$ cat config.mk
export PLATFORM = sky130hd
export DESIGN_NAME = demux_stream_x4
export DESIGN_NICKNAME = d
export VERILOG_FILES = /design/src/rtl/demux_pkg.sv /design/src/rtl/sync_fifo.sv /design/src/rtl/demux_stream_x4.sv
export SDC_FILE = /design/constraint.sdc
export NUM_CORES = 1
export LEC_CHECK = 0
export CAP_MARGIN = 10
export CORE_MARGIN = 2
export CORE_UTILIZATION = 40
export CTS_CLUSTER_DIAMETER = 200
export DETAILED_ROUTE_END_ITERATION = 10
export PLACE_DENSITY = 0.69
export SLEW_MARGIN = 20
export SYNTH_ARGS = -nofsm -noshare
export SYNTH_HDL_FRONTEND = slang
export SYNTH_HIERARCHICAL = 1
export SYNTH_SLANG_ARGS = --single-unit
$ cat constraint.sdc
create_clock -name clk -period 2.5 [get_ports clk]
set_input_delay 0.5 -clock clk [delete_from_list [all_inputs] [get_ports clk]]
set_output_delay 0.5 -clock clk [all_outputs]
set_load 0.01 [all_outputs]
$ cat src/rtl/demux_pkg.sv
// Shared types for the 4-way streaming demux: channel select encoding and output-stage states.
package demux_pkg;
    typedef logic [1:0] demux_sel_t;

    localparam demux_sel_t CH_A = 2'd0;
    localparam demux_sel_t CH_B = 2'd1;
    localparam demux_sel_t CH_C = 2'd2;
    localparam demux_sel_t CH_D = 2'd3;

    typedef enum logic {
        ST_IDLE = 1'b0,
        ST_HOLD = 1'b1
    } stage_state_t;
endpackage

$ cat src/rtl/sync_fifo.sv
// Single-clock FIFO with occupancy count; head word is visible combinationally for the popping stage.
module sync_fifo #(
    parameter int WIDTH = 10,
    parameter int DEPTH = 4
) (
    input  logic                     clk,
    input  logic                     reset,
    input  logic                     push,
    input  logic [WIDTH-1:0]         push_data,
    input  logic                     pop,
    output logic [WIDTH-1:0]         head_data,
    output logic [$clog2(DEPTH):0]   count,
    output logic                     full,
    output logic                     empty
);
    localparam int AW = $clog2(DEPTH);

    logic [WIDTH-1:0] mem_q [DEPTH];
    logic [AW-1:0]    wr_ptr_q;
    logic [AW-1:0]    rd_ptr_q;
    logic [AW:0]      count_q;
    logic             do_push;
    logic             do_pop;

    assign full      = (count_q == (AW+1)'(DEPTH));
    assign empty     = (count_q == '0);
    assign do_push   = push && !full;
    assign do_pop    = pop && !empty;
    assign count     = count_q;
    assign head_data = mem_q[rd_ptr_q];

    always_ff @(posedge clk) begin
        if (do_push) begin
            mem_q[wr_ptr_q] <= push_data;
        end
    end

    // DEPTH is a power of two, so pointer wrap is the natural binary rollover.
    always_ff @(posedge clk or posedge reset) begin
        if (reset) begin
            wr_ptr_q <= '0;
            rd_ptr_q <= '0;
            count_q  <= '0;
        end else begin
            if (do_push) wr_ptr_q <= wr_ptr_q + 1'b1;
            if (do_pop)  rd_ptr_q <= rd_ptr_q + 1'b1;
            case ({do_push, do_pop})
                2'b10:   count_q <= count_q + 1'b1;
                2'b01:   count_q <= count_q - 1'b1;
                default: count_q <= count_q;
            endcase
        end
    end
endmodule

$ cat src/rtl/demux_stream_x4.sv
// Buffered 1-to-4 stream demux: input FIFO, one-entry output register, per-channel valid/ready.
// Optional DEMUX_STREAM_RR_EN assigns destinations round-robin at push time instead of using in_sel.
module demux_stream_x4
    import demux_pkg::*;
#(
    parameter int BUS_WIDTH  = 8,
    parameter int FIFO_DEPTH = 4
) (
    input  logic                          clk,
    input  logic                          reset,
    input  logic [BUS_WIDTH-1:0]          in_data,
    input  logic [1:0]                    in_sel,
    input  logic                          in_valid,
    output logic                          in_ready,
    output logic [BUS_WIDTH-1:0]          a,
    output logic [BUS_WIDTH-1:0]          b,
    output logic [BUS_WIDTH-1:0]          c,
    output logic [BUS_WIDTH-1:0]          d,
    output logic [3:0]                    out_valid,
    input  logic [3:0]                    out_ready,
    output logic [$clog2(FIFO_DEPTH):0]   count
);
    localparam int EW = BUS_WIDTH + 2;

    stage_state_t         state_q;
    demux_sel_t           sel_q;
    logic [BUS_WIDTH-1:0] data_q;

    demux_sel_t           dest_sel;
    logic [EW-1:0]        head_word;
    logic                 fifo_full;
    logic                 fifo_empty;
    logic                 push;
    logic                 pop;
    logic [BUS_WIDTH-1:0] ch_data [4];

    // No full-bypass: readiness depends only on the registered occupancy.
    assign in_ready = !fifo_full;
    assign push     = in_valid && in_ready;
    assign pop      = !fifo_empty && ((state_q == ST_IDLE) || out_ready[sel_q]);

`ifdef DEMUX_STREAM_RR_EN
    demux_sel_t rr_q;
    logic       unused_in_sel;

    assign unused_in_sel = ^in_sel;
    assign dest_sel      = rr_q;

    always_ff @(posedge clk or posedge reset) begin
        if (reset) begin
            rr_q <= CH_A;
        end else if (push) begin
            rr_q <= rr_q + 1'b1;
        end
    end
`else
    assign dest_sel = in_sel;
`endif

    sync_fifo #(
        .WIDTH (EW),
        .DEPTH (FIFO_DEPTH)
    ) u_fifo (
        .clk       (clk),
        .reset     (reset),
        .push      (push),
        .push_data ({dest_sel, in_data}),
        .pop       (pop),
        .head_data (head_word),
        .count     (count),
        .full      (fifo_full),
        .empty     (fifo_empty)
    );

    // Pop and load share one edge, so a HOLD with an accept and a non-empty FIFO stays in HOLD.
    always_ff @(posedge clk or posedge reset) begin
        if (reset) begin
            state_q <= ST_IDLE;
            sel_q   <= CH_A;
            data_q  <= '0;
        end else begin
            case (state_q)
                ST_IDLE: begin
                    if (pop) begin
                        sel_q   <= head_word[EW-1:BUS_WIDTH];
                        data_q  <= head_word[BUS_WIDTH-1:0];
                        state_q <= ST_HOLD;
                    end
                end
                ST_HOLD: begin
                    if (out_ready[sel_q]) begin
                        if (pop) begin
                            sel_q  <= head_word[EW-1:BUS_WIDTH];
                            data_q <= head_word[BUS_WIDTH-1:0];
                        end else begin
                            state_q <= ST_IDLE;
                        end
                    end
                end
                default: state_q <= ST_IDLE;
            endcase
        end
    end

    for (genvar gi = 0; gi < 4; gi++) begin : g_chan
        assign out_valid[gi] = (state_q == ST_HOLD) && (sel_q == demux_sel_t'(gi));
        assign ch_data[gi]   = out_valid[gi] ? data_q : '0;
    end

    assign a = ch_data[CH_A];
    assign b = ch_data[CH_B];
    assign c = ch_data[CH_C];
    assign d = ch_data[CH_D];
endmodule

==> run metrics, run 1 <==
period utilization=0.956; CTS tree=built; Yosys top cell area share=0.455; max-slew violation count=0; Fmax achieved=418 MHz; gpl congestion=about 0.75; largest net degree at the start of global routing=14; I/O Buffers=56; commonest non-fill, non-tap cell in the layout=clkdlybuf4s50_1; Hold/Removal Path Class=in2async; I/O pin total=57; leakage power=1.39 nW; Fin Setup TNS=0 ns; pre-CTS worst setup slack=-0.193 ns; setup skew after layout=about 0.0071 ns; CP max-delay cell=clkdlybuf4s50_1; Slew Limit Headroom=0.669; Comb pwr share=0.454; Synth area leader=edfxtp_1; Final #Nets=259; placed cell area=roughly 3300 sq um; die area=7270 sq um; WP data arrival=~1.9 ns; overall routing resource usage=0.143; vias in the first global route=~1500; P_sw=~1.5 mW; first-pass iteration count of the detailed router=4; first-pass GRT wire length=roughly 7.7 mm; pwr dens=around 1300 nW/um^2; DRC Markers=0; Clk Latency, worst-skew pair=about 0.33 ns; chip width=around 85 microns; cts bufs inserted=9; Cells after Synth=166; hold-fix buffers at CTS=0; endpoints failing hold=0; Util after Layout=0.564; antenna violations before repair=0; Crit path largest cell delay=roughly 0.47 ns; # rows=29; Sequential Power Share=0.335; wire per inst=around 15 microns; Max FO, Critical Path=9; Overflow after GRT=0; Core Box Area=roughly 6300 sq um; CP Class=reg2out; Clock Sinks=58; DIE HEIGHT=roughly 85 microns; Tmin final=2.39 ns; Layout area overhead=35.6%; commonest cells after routing, fill and taps aside=clkdlybuf4s50_1, edfxtp_1, and2_1, dfrtp_1; Worst Max-Slew Pin Slew=0.496 ns; final hold slack=0.428 ns; Distinct cells, synth=32; Seq cells post-synth=58; DRT Wirelength=between 4 and 5 mm; Clock Root Buffer=clkbuf_8; crit-path cells=and2_2 -> and2b_2 -> and2_1 -> clkdlybuf4s50_1; Synth Area per Inst=between 15 and 20 sq um; post-DP HPWL=approximately 3.4 mm; antenna diode count=0; design area=between 3000 and 4000 sq um; status=complete, no violations; ANT nets after route=0; clock-pin slew on the worst setup and hold paths=about 0.07 ns; Setup crit end kind=output pin; Finish-stage setup viols=0; Post-Layout Cell Count=318; Sw Ratio=0.309; Worst VDD drop=roughly 0.8 mV; Yosys Warn Count=6; clock power share=0.212; Area contributors post-synth=edfxtp_1, dfrtp_1, mux4_2; setup ws final=0.110 ns; via-per-instance ratio=between 4 and 5; htree depth=3; Int Pwr=3.29 mW; Synth Net Count=189; synthesized area=~2600 sq um; RSZ-0062 raised after global routing=no; PnR Total Power=4.76 mW; placed insts=301; max-cap violations=0; layout cell share with drive strength beyond 1=0.249; CP required=2.00 ns; element type at the critical path start=register; routed via count=~1500; drt first-iter violations=between 70 and 80; Starting Density=0.416; Bufs on Longest Clock Path=2; post-synthesis sequential area ratio=0.626; R2R Setup Slk=around 0.22 ns
critical path: cells and delay by family, from the launching register on:
kind          cells  cell delay [ns]
buf+inv           1             0.47
flops             1             0.45
simple gates      3             0.63
metal layers:
metal	share of wire	track usage
met2	0.46	0.217
met1	0.45	0.177
met4	0.016	0.0693
met5	0	0
met3	0.077	0.0584
synthesized netlist by cell type:
cell type and n:
buf_2 1, and2_1 26, mux2_2 9, a221oi_4 1, xor2_1 3, ha_1 5
inv_1 9, o31a_2 1, a22o_2 1, nor2b_4 1, mux2i_1 4, mux4_2 10
nor3b_4 1, dfrtp_1 18, buf_6 1, a21boi_0 1, nor2_1 1, nand2_1 2
a21o_1 1, and2b_2 2, and2_2 4, mux2_4 1, edfxtp_1 40, nor2b_1 2
a21oi_1 1, clkbuf_1 5, xnor2_1 3, and3_2 1, a22oi_1 1, nor3_1 1
and3_1 8, fa_1 1
flip-flops by register name, indices dropped and copies added, names as in the netlist:
name / cells
state_q: 1
u_fifo/wr_ptr_q: 2
sel_q: 2
u_fifo/count: 3
data_q: 8
u_fifo/mem_q: 40
u_fifo/rd_ptr_q: 2
area by class of cell:
type / instances / area [sq um]
Clock buffer: 10 / 128
Fill cell: 502 / 2770
Timing Repair Buffer: 66 / 636
Tap cell: 77 / 96.3
Multi-Input combinational cell: 92 / 930
Sequential cell: 58 / 1650
Clock inverter: 6 / 105
Inverter: 9 / 33.8
what timing repair did:
item	4_1_cts	5_1_grt
resized for setup	3	2
setup endpoints to repair	18	16
buffers inserted	0	1
hold endpoints to repair	0	0
logic make-up (layout without fill, tap and decap cells):
logic type,Yosys count,in the layout,share of synthesized area
XOR/XNOR,6,6,0.0199
AND/OR/NAND/NOR,49,49,0.125
adder cells (fa/ha/maj),6,6,0.0313
multiplexers,24,24,0.145
buffers and inverters,16,91,0.0261
flip-flops,58,58,0.626
AO/OA/AOI/OAI,7,7,0.0280
power by group through the flow:
| stage | Combinational (mW) | Clock, mW | Sequential [mW] |
|---|---|---|---|
| finish | 2.16 | 1.01 | 1.59 |
| detailed placement | 2.15 | 0 | 1.62 |
| global placement | 2.13 | 0 | 1.61 |
| floorplan | 1.36 | 0 | 1.52 |
| CTS | 2.17 | 1.04 | 1.61 |
| global route | 2.36 | 1.09 | 1.64 |
path summary, 6_finish.rpt:
check	cells past startpoint	to	from
min in group clk	1	data_q[6]	data_q[6]
max in group asynchronous	2	sel_q[0]	reset
setup reg to reg	10	u_fifo/count[2]	sel_q[1]
hold reg to reg	1	data_q[6]	data_q[6]
setup / recovery	4	b[7]	sel_q[0]
hold / removal	2	u_fifo/count[1]	reset
No activity file was read; power rests on OpenSTA's default activity.
==> run 2, diff against run 1 <==
Settings changed: CORE_MARGIN 2 to default.
==> run metrics, run 2 (synthesis results as in run 1) <==
Tmin final=2.41 ns (+0.0165 ns); Clock Sinks=58 (unchanged); Bufs on Longest Clock Path=2 (unchanged); hold-fix buffers at CTS=0 (unchanged); Comb pwr share=0.478 (+0.024); pre-CTS worst setup slack=-0.191 ns (+0.00272 ns); Worst Max-Slew Pin Slew=0.480 ns (-0.0163 ns); setup skew after layout=0.00583 ns (-0.00124 ns); CTS tree=built; period utilization=0.962 (+0.00661); Largest register FFs=40 (unchanged); CP required=2.00 ns (about the same); largest net degree at the start of global routing=14 (unchanged); DIE HEIGHT=83.2 microns (-2.3%); CP Class=reg2out; commonest non-fill, non-tap cell in the layout=clkdlybuf4s50_1; Worst VDD drop=0.719 mV (-10%); Top reg by flops=u_fifo/mem_q; Core Box Area=6350 sq um (unchanged); overall routing resource usage=0.145 (+0.00206); die area=6930 sq um (-4.6%); htree depth=3 (unchanged); Clk Latency, worst-skew pair=0.33 ns (about the same); I/O pin total=57 (unchanged); via-per-instance ratio=4.80 (+0.38%); Overflow after GRT=0 (unchanged); Slew Limit Headroom=0.680 (+0.0109); # rows=29 (unchanged); final hold slack=0.433 ns (+0.00469 ns); Sw Ratio=0.323 (+0.0141); endpoints failing hold=0 (unchanged); Layout area overhead=33.1%; layout cell share with drive strength beyond 1=0.238 (-0.0115); Starting Density=0.416 (unchanged); gpl congestion=0.756 (+0.93%); first-pass iteration count of the detailed router=6 (+2); max-cap violations=0 (unchanged); antenna violations before repair=0 (unchanged); WP data arrival=1.91 ns (+0.02 ns); ANT nets after route=0 (unchanged); chip width=83.2 microns (-2.3%); post-DP HPWL=3.28 mm (-3.4%); pwr dens=1280 nW/um^2 (-4.1%); antenna diode count=0 (unchanged); P_sw=1.45 mW (-1.6%); Finish-stage setup viols=0 (unchanged); clock power share=0.166 (-0.046); PnR Total Power=4.48 mW (-5.9%); drt first-iter violations=46 (-36%); cts bufs inserted=9 (unchanged); postcts setup bufs=0 (unchanged); Clock Root Buffer=clkbuf_8; DRC Markers=0 (unchanged); Int Pwr=3.03 mW (-7.9%); routed via count=1523 (+0.066%); wire per inst=14.2 microns (-2.6%); Max FO, Critical Path=9 (unchanged); max-slew violation count=0 (unchanged); Sequential Power Share=0.355 (+0.020); DRT Wirelength=4.49 mm (-2.9%); clock-pin slew on the worst setup and hold paths=0.06 ns (about the same); vias in the first global route=1532 (+0.46%); RSZ-0062 raised after global routing=no; first-pass GRT wire length=7.55 mm (-1.9%); Setup crit end kind=output pin; commonest cells after routing, fill and taps aside=clkdlybuf4s50_1, edfxtp_1, and2_1, dfrtp_1, clkbuf_8; element type at the critical path start=register; Hold/Removal Path Class=in2async; Fmax achieved=416 MHz (-0.69%); PostCTS Resize Cnt=1 (-2); status=complete, no violations; leakage power=1.36 nW (-2.5%); I/O Buffers=56 (unchanged); Final #Nets=258 (-0.39%); setup ws final=0.0939 ns (-0.0165 ns)
## run 2: cell count changes in the layout (fill, tap and decap cells not counted), sizes merged
| cell | before | now |
|---|---|---|
| clkbuf | 10 | 13 |
| buf | 10 | 9 |
| bufinv | 3 | 0 |
## run 2: through the flow
step / TNS, ns / util / cell area [sq um] / instances
2_1_floorplan: 0 / - / 2640 / 166
3_5_place_dp: -0.191 / 0.524 / 3330 / 301
5_1_grt: 0 / 0.553 / 3510 / 317
3_3_place_gp: -0.152 / 0.524 / 3330 / 301
6_report: 0 / 0.553 / 3510 / 317
4_1_cts: -0.0277 / 0.552 / 3500 / 317
## run 2: metal layers
| metal | vias to the layer above | track usage | routed length (microns) |
|---|---|---|---|
| met3 | 10 | 0.0457 | 273 |
| met4 | 0 | 0.0893 | 119 |
| met2 | 54 | 0.228 | 2120 |
| met1 | 721 | 0.173 | 1970 |
| li1 | 738 | - | - |
| met5 | - | 0 | 0 |
## run 2: power groups by stage
stage	combinational, mW	clock [mW]	sequential, mW
global placement	2.12	0	1.60
global route	2.34	0.808	1.65
CTS	2.16	0.767	1.60
finish	2.14	0.746	1.59
floorplan	1.36	0	1.52
detailed placement	2.15	0	1.62
## run 2: cell type report
class                           instances  area, sq um
Clock buffer                           13          159
Clock inverter                          3         13.8
Fill cell                             527         2840
Inverter                                9         33.8
Multi-Input combinational cell         92          930
Sequential cell                        58         1650
Tap cell                               77         96.3
Timing Repair Buffer                   65          628
## run 2: worst paths after layout
| check | start | end | slack [ns] | depth (start not counted) |
|---|---|---|---|---|
| worst max register to register | u_fifo/count[0] | u_fifo/count[2] | 0.30 | 10 |
| worst min register to register | u_fifo/count[2] | u_fifo/count[2] | 0.55 | 1 |
| max in group asynchronous | reset | sel_q[0] | 1.70 | 2 |
| min in group clk | u_fifo/count[2] | u_fifo/count[2] | 0.55 | 1 |
| worst max-delay path | sel_q[0] | b[7] | 0.09 | 4 |
| worst min-delay path | reset | u_fifo/count[2] | 0.43 | 2 |
## run 2: worst max-delay path, stage by stage, from the launching register on
cell and delay [ns]:
dfrtp_2 0.45, and2_2 0.22, and2b_2 0.26, and2_1 0.17
clkdlybuf4s50_1 0.48
==> run 3, diff against run 2 <==
--- a/config.mk
+++ b/config.mk
@@ -10,4 +10,5 @@
 export CTS_CLUSTER_DIAMETER = 200
 export DETAILED_ROUTE_END_ITERATION = 10
+export HOLD_SLACK_MARGIN = 0.1
 export PLACE_DENSITY = 0.69
 export SLEW_MARGIN = 20
==> constraint.sdc (replaced) <==
create_clock -name clk -period 2.5 [get_ports clk]
set_input_delay 0.25 -clock clk [delete_from_list [all_inputs] [get_ports clk]]
set_output_delay 0.25 -clock clk [all_outputs]
set_load 0.01 [all_outputs]
==> run metrics, run 3 (synthesis results as in run 1) <==
status=complete, no violations; RSZ-0062 raised after global routing=no; CTS tree=built; Worst VDD drop=0.662 mV (-7.9%); overall routing resource usage=0.143 (-0.00167); postcts setup bufs=0 (unchanged); first-pass iteration count of the detailed router=4 (-2); period utilization=0.931 (-0.0317); DRT Wirelength=4.51 mm (+0.45%); Layout area overhead=32.5%; cts bufs inserted=9 (unchanged); setup skew after layout=0.00590 ns (+0.0000650 ns); pre-CTS worst setup slack=-0.0139 ns (+0.177 ns); element type at the critical path start=register; # fillers=511 (-3.0%); DIE HEIGHT=83.2 microns (unchanged); Overflow after GRT=0 (unchanged); design area=3500 sq um (-0.46%); DRC Markers=0 (unchanged); layout cell share with drive strength beyond 1=0.215 (-0.0223); Tmin final=2.33 ns (-0.0793 ns); FF-to-FF path depth=10 (unchanged); placed insts=298 (-1.0%); # rows=29 (unchanged); gpl congestion=0.750 (-0.79%); Top reg by flops=u_fifo/mem_q; Worst R2R End=u_fifo/count[2]; Setup crit end kind=output pin; Bufs on Longest Clock Path=2 (unchanged); WP data arrival=2.08 ns (+0.17 ns); placed cell area=3310 sq um (-0.68%); Clk Latency, worst-skew pair=0.32 ns (about the same); leakage power=1.34 nW (-1.3%); CP max-delay cell=clkdlybuf4s50_1; Starting Density=0.416 (unchanged); PnR Total Power=4.52 mW (+0.93%); R2R Setup Slk=0.26 ns (-0.04 ns); first-pass GRT wire length=7.51 mm (-0.45%); Clock Sinks=58 (unchanged); Finish-stage setup viols=0 (unchanged); Clock Root Buffer=clkbuf_8; Crit path buffers/inverters=2 (+1); PostCTS Resize Cnt=0 (-1); CP top delay family=buffers and inverters; Largest register FFs=40 (unchanged); I/O Buffers=56 (unchanged); drt first-iter violations=56 (+22%); wire per inst=14.4 microns (+1.4%); CP required=2.25 ns (+0.25 ns); Worst Max-Slew Pin Slew=0.506 ns (+0.0267 ns); antenna violations before repair=0 (unchanged); Final #Nets=255 (-1.2%); max-slew violation count=0 (unchanged); hold-fix buffers at CTS=0 (unchanged); endpoints failing hold=0 (unchanged); Util after Layout=0.551 (-0.00256); CP Class=reg2out; antenna diode count=0 (unchanged); die area=6930 sq um (unchanged); Fmax achieved=430 MHz (+3.4%); post-DP HPWL=3.24 mm (-1.4%); Crit path largest cell delay=0.53 ns (+0.05 ns); final hold slack=0.193 ns (-0.240 ns); commonest cells after routing, fill and taps aside=clkdlybuf4s50_1, edfxtp_1, and2_1, dfrtp_1; Fin Setup TNS=0 ns (unchanged); commonest non-fill, non-tap cell in the layout=clkdlybuf4s50_1; largest net degree at the start of global routing=14 (unchanged); Hold/Removal Path Class=in2async; I/O pin total=57 (unchanged); via-per-instance ratio=4.85 (+0.96%); clock-pin slew on the worst setup and hold paths=0.06 ns (about the same); Reg2Reg Launch Point=u_fifo/count[0]; htree depth=3 (unchanged); routed via count=1523 (unchanged); Core Box Area=6350 sq um (unchanged); Max FO, Critical Path=11 (+2); Post-Layout Cell Count=314 (-0.95%); setup ws final=0.173 ns (+0.0793 ns); crit-path cells=nor2b_2 -> buf_4 -> and2b_2 -> and2_1 -> clkdlybuf4s50_1; ANT nets after route=0 (unchanged); Slew Limit Headroom=0.662 (-0.0178); vias in the first global route=1506 (-1.7%); chip width=83.2 microns (unchanged); max-cap violations=0 (unchanged); pwr dens=1290 nW/um^2 (+1.4%)
## run 3: cell types whose count changed in the layout (fill, tap and decap cells not counted), sizes merged
| cell | delta |
|---|---|
| buf | -3 |
| clkinv | -1 |
| bufinv | +1 |
## run 3: routing by layer
metal | up-vias | track usage | wire, microns
li1 | 738 | - | -
met1 | 721 | 0.180 | 2070
met2 | 56 | 0.223 | 2100
met3 | 8 | 0.0547 | 264
met4 | 0 | 0.0564 | 74
met5 | - | 0 | 0
## run 3: report_power, final
part,total [mW],internal [mW],switching [mW]
Combinational,2.11,1.25,0.866
Clock,0.810,0.483,0.326
Sequential,1.60,1.34,0.258
Total,4.52,3.07,1.45
## run 3: cell type report
| class | instances | area, sq um | share of cell area |
|---|---|---|---|
| Clock inverter | 3 | 38.8 | 0.0111 |
| Tap cell | 77 | 96.3 | 0.0275 |
| Sequential cell | 58 | 1650 | 0.472 |
| Multi-Input combinational cell | 92 | 922 | 0.264 |
| Inverter | 9 | 33.8 | 0.00966 |
| Clock buffer | 13 | 149 | 0.0426 |
| Timing Repair Buffer | 62 | 606 | 0.173 |
## run 3: worst reg2reg max path, delay by kind of cell (launching register included)
kind | cells | cell delay (ns)
fa+ha+maj | 2 | 0.55
xor+xnor | 2 | 0.32
buf+inv | 2 | 0.22
flops | 1 | 0.49
compound gates | 2 | 0.38
simple gates | 2 | 0.21
## run 3: worst max path at each step
| stage | startpoint | end | slack, ns | depth (start not counted) |
|---|---|---|---|---|
| after floorplan | sel_q[1] | u_fifo/count[2] | 0.12 | 9 |
| after global placement | out_ready[2] | u_fifo/count[2] | 0.06 | 10 |
| after detailed placement | out_ready[2] | u_fifo/count[2] | -0.01 | 10 |
| after CTS | sel_q[0] | a[1] | 0.06 | 5 |
| after global routing | sel_q[0] | a[1] | 0.03 | 5 |
| final | sel_q[0] | a[1] | 0.17 | 5 |
